<file path="src/rtl/instruction_fetch.sv">
// Instruction fetch stage: registers one word of an external combinational
// instruction memory per clock, indexed by a word-index program counter.
// Ports: clk, rst_n (async active-low), pc (word index), instr_mem (array),
//        instr / instr_pc / instr_valid / addr_err (registered to decode).
module instruction_fetch #(
   parameter int               DEPTH       = 32,
   parameter int               WIDTH       = 32,
   parameter logic [WIDTH-1:0] RESET_INSTR = '0
) (
   input  logic             clk,
   input  logic             rst_n,
   input  logic [31:0]      pc,
   input  logic [WIDTH-1:0] instr_mem [0:DEPTH-1],
   output logic [WIDTH-1:0] instr,
   output logic [31:0]      instr_pc,
   output logic             instr_valid,
   output logic             addr_err
);

   localparam int          AW      = (DEPTH > 1) ? $clog2(DEPTH) : 1;
   localparam logic [31:0] DEPTH_W = 32'(DEPTH);

   logic             in_range;
   logic [AW-1:0]    idx;
   logic [WIDTH-1:0] fetch_word;

   // Full 32-bit compare: upper pc bits must never alias into the array.
   assign in_range = (pc < DEPTH_W);
   assign idx      = pc[AW-1:0];

   always_comb begin
      fetch_word = RESET_INSTR;
      if (in_range)
         fetch_word = instr_mem[idx];
   end

   always_ff @(posedge clk or negedge rst_n) begin
      if (!rst_n) begin
         instr       <= RESET_INSTR;
         instr_pc    <= '0;
         instr_valid <= 1'b0;
         addr_err    <= 1'b0;
      end else begin
         instr       <= fetch_word;
         instr_pc    <= pc;
         instr_valid <= in_range;
         addr_err    <= ~in_range;
      end
   end

endmodule

</file>
<file path="config.mk">
export PLATFORM = sky130hd
export DESIGN_NAME = instruction_fetch
export DESIGN_NICKNAME = d
export VERILOG_FILES = /design/src/rtl/instruction_fetch.sv
export SDC_FILE = /design/constraint.sdc
export NUM_CORES = 1
export LEC_CHECK = 0
export BUFFER_PORTS_ARGS = -buffer_cell sky130_fd_sc_hd__buf_2
export CORE_AREA = 5 5 431 433
export CTS_CLUSTER_DIAMETER = 200
export DETAILED_ROUTE_END_ITERATION = 10
export DIE_AREA = 0 0 436 438
export PLACE_DENSITY = 0.3
export SLEW_MARGIN = 20
export SYNTH_ARGS = -nofsm -noshare
export SYNTH_HDL_FRONTEND = slang
export SYNTH_SLANG_ARGS = --single-unit
export TNS_END_PERCENT = 10
</file>
<file path="constraint.sdc">
create_clock -name clk -period 1.4 [get_ports clk]
set_clock_uncertainty 0.15 [all_clocks]
set_input_delay 0.28 -clock clk [delete_from_list [all_inputs] [get_ports clk]]
set_output_delay 0.28 -clock clk [all_outputs]
set_load 0.05 [all_outputs]
</file>
Word level (Yosys, flattened, before mapping)
Cells that the tools add are included.
{"block": "op_classes", "bitwise_logic": 2, "magnitude_cmp": 2, "muxes": 4}
{"cell": "binary-select mux 32 bit (select 5 bit)", "n": 1}
{"cell": "two-way mux 32 bit", "n": 3}
{"cell": "< comparator 32 x 6 -> 1 bit (second input constant)", "n": 1}
{"cell": ">= comparator 6 bit (second input constant)", "n": 1}
{"cell": "NOT 5 -> 6 bit", "n": 1}
{"cell": "NOT 1 bit", "n": 1}
{"block": "totals", "word_cells": 12, "inputBits": 1058, "regBits": 66}

Depth between registers and ports, before layout
{"block": "depth", "depth_word": 5, "ltp_mapped": 9}

Worst setup path before layout
No wires, ideal clock.
{"block": "synth_path", "path_type": "input-to-reg", "from": "input port pc[0]", "to": "register instr[25]", "slack_ps": -668, "stages": 6, "setup_ps": 141, "path_buffers": 3, "t_arrival_ps": 1777, "cell_sequence": "buf_6 -> buf_4 -> buf_2 -> mux4_2 -> a221oi_1 -> o22ai_1"}
{"block": "synth_between", "elab_chain_len": 5, "elab_cells_between_ends": 6}
{"item": "from (decl)", "line": "12", "text": "input logic [31:0] pc,"}
{"item": "branches (longest 4 deep; another with < comparator 32 x 6 -> 1 bit)"}
{"item": "two-way mux 32 bit *", "line": "33", "text": "if (in_range)"}
{"item": "via fetch_word[25]", "line": "25", "text": "logic [WIDTH-1:0] fetch_word;"}
{"item": "to (signal assigned)", "line": "44", "text": "instr <= fetch_word;"}
{"item": "to (decl)", "line": "14", "text": "output logic [WIDTH-1:0] instr,"}
Mark *: on every way through the listed nets, which the timed path passes. The select of a mux whose other input is x is not followed.

Final worst setup path
Ends and elaborated chain as after synthesis.

==> results.md <==
Status:
- The run finished, with violations left.
- The final reports fail on negative setup slack.

Power and ir drop:
- VDD sags by at most 0.703 mV.
- The cell area power density is 518 mW/mm².
- Summed over all cells, the static leakage comes to around 10 nW.

Timing:
- The setup slack of the critical path after layout is -0.517 ns.
- The portion of the clock cycle consumed by the worst path in the final layout is 137%.
- The hold violation count in the final report came to 0.
- The smallest clock period supported by the final layout is computed as 1.92 ns.
- Setup repair after global routing could not meet its margin everywhere.
- The final-layout worst hold slack is 0.111 ns.
- The relative slew slack is 66.0%.
- The setup-violating endpoint count in the final report is 68.
- The transition time at the pin with the least slew margin is 0.510 ns.
- The fmax is 522 MHz.
- The number of max-slew violations in the final report is 0.
- After routing, the total negative slack on setup checks comes to -14.34 ns.

Finish:
- In the final layout, the share of cells above drive strength 1 is 84.4%.
- In the final layout, the multi-input gates occupy ~0.0084 mm².
- The number of nets in the layout is approximately 3200.
- Across the whole layout, storage elements account for 0.00165 mm².
- After filler insertion, the fill cell instance count of the layout stands at just over 20000.
- The layout-stage area growth over the synthesis result is 142%.

Die:
- The standard-cell row count is between 150 and 200.
- The die is roughly 440 µm tall.
- The core outline area is approximately 0.18 mm².
- The die is 436 µm wide.
- The effective utilization at floorplan is about 5.4%.
- The die covers ~0.19 mm².
- The boundary pin count is 1124.

Critical path:
- The master of the slowest instance on the critical path is sky130_fd_sc_hd__mux4_2.
- In this design, the critical path's most frequently occurring cell is sky130_fd_sc_hd__buf_16.
- For this run, the slowest stage of the critical path takes 0.55 ns.
- The worst setup path is launched from an input pin.
- The arrival time of the worst setup path is 2.07 ns.
- The worst setup path is captured at a flop.
- For the worst setup path, the data required time is 1.55 ns.
- The setup path with the least slack is of type input pin to flop.
- The critical path goes through buf_16 > buf_16 > buf_12 > mux4_2 > a22o_4 > a221oi_4 > o22ai_1.
- In this design, the largest share of critical-path delay is due to compound AO/OA/AOI/OAI gates.
- The number of buffers and inverters on the critical path is 3.
- The largest fanout of any net on the critical path is 7.

Synth:
- The number of distinct library cell variants in the gate-level netlist after synthesis is 29.
- Of the total synthesized cell area, the portion taken by XOR and XNOR cells is 0%.
- The complex-gate fraction of the synthesized area is 17.1%.
- The share of async-settable or async-resettable flops after synthesis is between 90% and 100%.
- The sequential element share of the synthesized area is 17.0%.
- Yosys printed 0 warnings.
- The largest area contributor in the synthesized netlist is sky130_fd_sc_hd__mux4_2.
- The share of synthesized cell area in and, or, nand and nor gates is 1.67%.
- By instance count, the leading cell after synthesis is sky130_fd_sc_hd__mux4_2.
- By area, the combinational part of the netlist is dominated by multiplexers.
- When the netlist entered floorplanning its net count stood at about 1800.
- After synthesis the cells add up to between 0.009 and 0.01 mm².
- The share of cell area taken by muxes after synthesis is 58.3%.
- The number of synthesized flops with an enable pin is 0.
- Summing the areas of all fa, ha and maj instances in the mapped netlist gives 0% of the synthesized area.
- The post-synthesis instance total is approximately 730.
- Synthesis inferred between 60 and 70 register bits.
- Of the post-synthesis cell area, the dominant cell type holds 46.3%.
- The average instance in the mapped netlist occupies ~13 µm².
- Ranked by instance count, the synthesized netlist is headed by sky130_fd_sc_hd__mux4_2, sky130_fd_sc_hd__mux2i_1, sky130_fd_sc_hd__a221oi_1.
- After synthesis, the cell types taking the most area are sky130_fd_sc_hd__mux4_2, sky130_fd_sc_hd__dfrtp_1, sky130_fd_sc_hd__mux2i_1.
- In the synthesized netlist the dominant register cell turns out to be sky130_fd_sc_hd__dfrtp_1.

CTS:
- The clock tree root buffer cell is sky130_fd_sc_hd__clkbuf_16.
- The number of H-tree levels is 3.
- The clock tree from TritonCTS is done.
- Buffers inserted during clock tree synthesis total 9.
- The clock net in this run drives a total of 66 sinks.
- Clock-pin slew was measured on the worst setup and hold paths at roughly 0.080 ns.
- The deepest clock path buffer count is 2.

Min path:
- The class of the most critical hold timing path is input pin to flop.
- The worst hold path was traced through 2 stages.
- The worst hold path endpoint is instr_pc[2].
- The worst hold path begins at pc[2].

GRT:
- In the global route stage, overall resource usage came out at 14.7%.
- The via count of the first global-routing pass is 15445.
- Entering global routing, the biggest net connects 31 pins.
- For met1 alone, demand over resource in global routing was 16.8%.
- The fraction of met2 tracks used by global routing is 27.8%.
- The residual overflow from global routing is 0.
- The global-route wire length before repair is 179000 µm.
- The initial antenna violation count was 147.
- After global routing, the most crowded layer is met2.
- For met3 alone, demand over resource in global routing was about 4.0%.

Drt:
- Detailed routing inserted a total of around 15000 vias.
- The vias per cell is between 3 and 4.
- In this run, the number of DRC markers left after iteration 0 of detailed routing was 981.
- After detailed routing, the number of remaining DRC violations is 0.
- The first detailed-routing pass took 4 iterations.
- After detailed routing, the average wire length per cell comes to about 33 µm.
- The remaining number of nets flagged by the antenna check after routing is 0.
- The total length of routed wires is 150000 µm.

Place:
- The count of input and output buffers is 1123.
- The HPWL reported at the end of detailed placement is about 130000 µm.
- The congestion estimate from routability-driven global placement came to 0.946.

Run:
- Max-cap violations in this run came to 0.
through the flow:
step | power (W) | setup WS, ns | cell area, µm² | util, % | std cells
2_1_floorplan | 0.00431 | -0.562 | 9740 | - | 728
3_3_place_gp | 0.00843 | -1.79 | 20600 | 11.3 | 4402
3_5_place_dp | 0.00842 | -1.56 | 20600 | 11.3 | 4402
4_1_cts | 0.0125 | -0.466 | 22800 | 12.5 | 4474
5_1_grt | 0.0130 | -0.468 | 23500 | 12.9 | 4510
6_report | 0.0122 | -0.517 | 23600 | 13.0 | 4528
cell families (layout without fill, tap and decap cells):
kind of cell | Yosys count | after routing
other | 0 | 21
AOI/OAI and AO/OA | 215 | 215
and+or+nand+nor | 27 | 27
muxes | 316 | 316
DFF | 66 | 66
buffers and inverters | 104 | 1498
area by class of cell:
class / instances / area share (%)
timing repair buffer: 1479 / 43.1
antenna: 21 / 0.223
multi-input combinational: 558 / 35.6
sequential: 66 / 7.02
tap: 2385 / 12.7
inverter: 3 / 0.101
clock inverter: 7 / 0.329
clock buffer: 9 / 0.956
flip-flops by register name, summed over array words and instances, names as in the netlist:
register     flops
instr_pc        32
addr_err         1
instr           32
instr_valid      1
where the power goes:
group	internal [W]	switching, W
Sequential	0.00195	0.0000225
Combinational	0.00378	0.00341
Clock	0.00141	0.00164
routing by layer:
metal	routed length [µm]	up-vias
met3	11800	228
li1	-	6143
met5	377	-
met2	79400	894
met1	55600	7554
met4	2370	62
placed cells by master (no fill, tap or decap), types with 5 or more instances in the layout:
cell type	Yosys	layout
sky130_fd_sc_hd__a221oi_4	0	17
sky130_fd_sc_hd__mux4_2	200	200
sky130_fd_sc_hd__a221oi_2	0	38
sky130_fd_sc_hd__diode_2	0	21
sky130_fd_sc_hd__buf_4	19	214
sky130_fd_sc_hd__buf_2	22	1049
sky130_fd_sc_hd__buf_8	0	8
sky130_fd_sc_hd__buf_6	12	92
sky130_fd_sc_hd__buf_16	0	13
sky130_fd_sc_hd__dlygate4sd3_1	0	30
sky130_fd_sc_hd__buf_12	0	65
sky130_fd_sc_hd__clkbuf_16	0	16
sky130_fd_sc_hd__a22oi_1	50	32
sky130_fd_sc_hd__a22o_4	0	5
sky130_fd_sc_hd__dfrtp_1	66	64
sky130_fd_sc_hd__a22oi_2	0	18
sky130_fd_sc_hd__a21oi_2	0	14
sky130_fd_sc_hd__a221oi_1	72	17
sky130_fd_sc_hd__nor2b_4	0	5
sky130_fd_sc_hd__a21oi_1	30	15
sky130_fd_sc_hd__mux2i_1	116	113
sky130_fd_sc_hd__a22o_1	41	36
sky130_fd_sc_hd__o22ai_1	13	11
worst max-delay path by stage:
stage / startpoint / endpoint / slack [ns] / cells after the start
after floorplan: pc[0] / instr[30] / -0.56 / 5
after global placement: pc[6] / instr[3] / -1.79 / 8
after detailed placement: pc[14] / instr[6] / -1.56 / 8
after CTS: pc[0] / instr[3] / -0.47 / 9
after global routing: pc[0] / instr[25] / -0.47 / 7
final: pc[0] / instr[25] / -0.52 / 7
what timing repair did:
item                       CTS  global route
resized for setup          284            63
pin swaps                   30            36
hold buffers                29             1
setup buffers               25            30
setup endpoints to repair  100           100
gates cloned                 6             7
hold endpoints to repair    94             1
(Power assumes the default switching activity.)
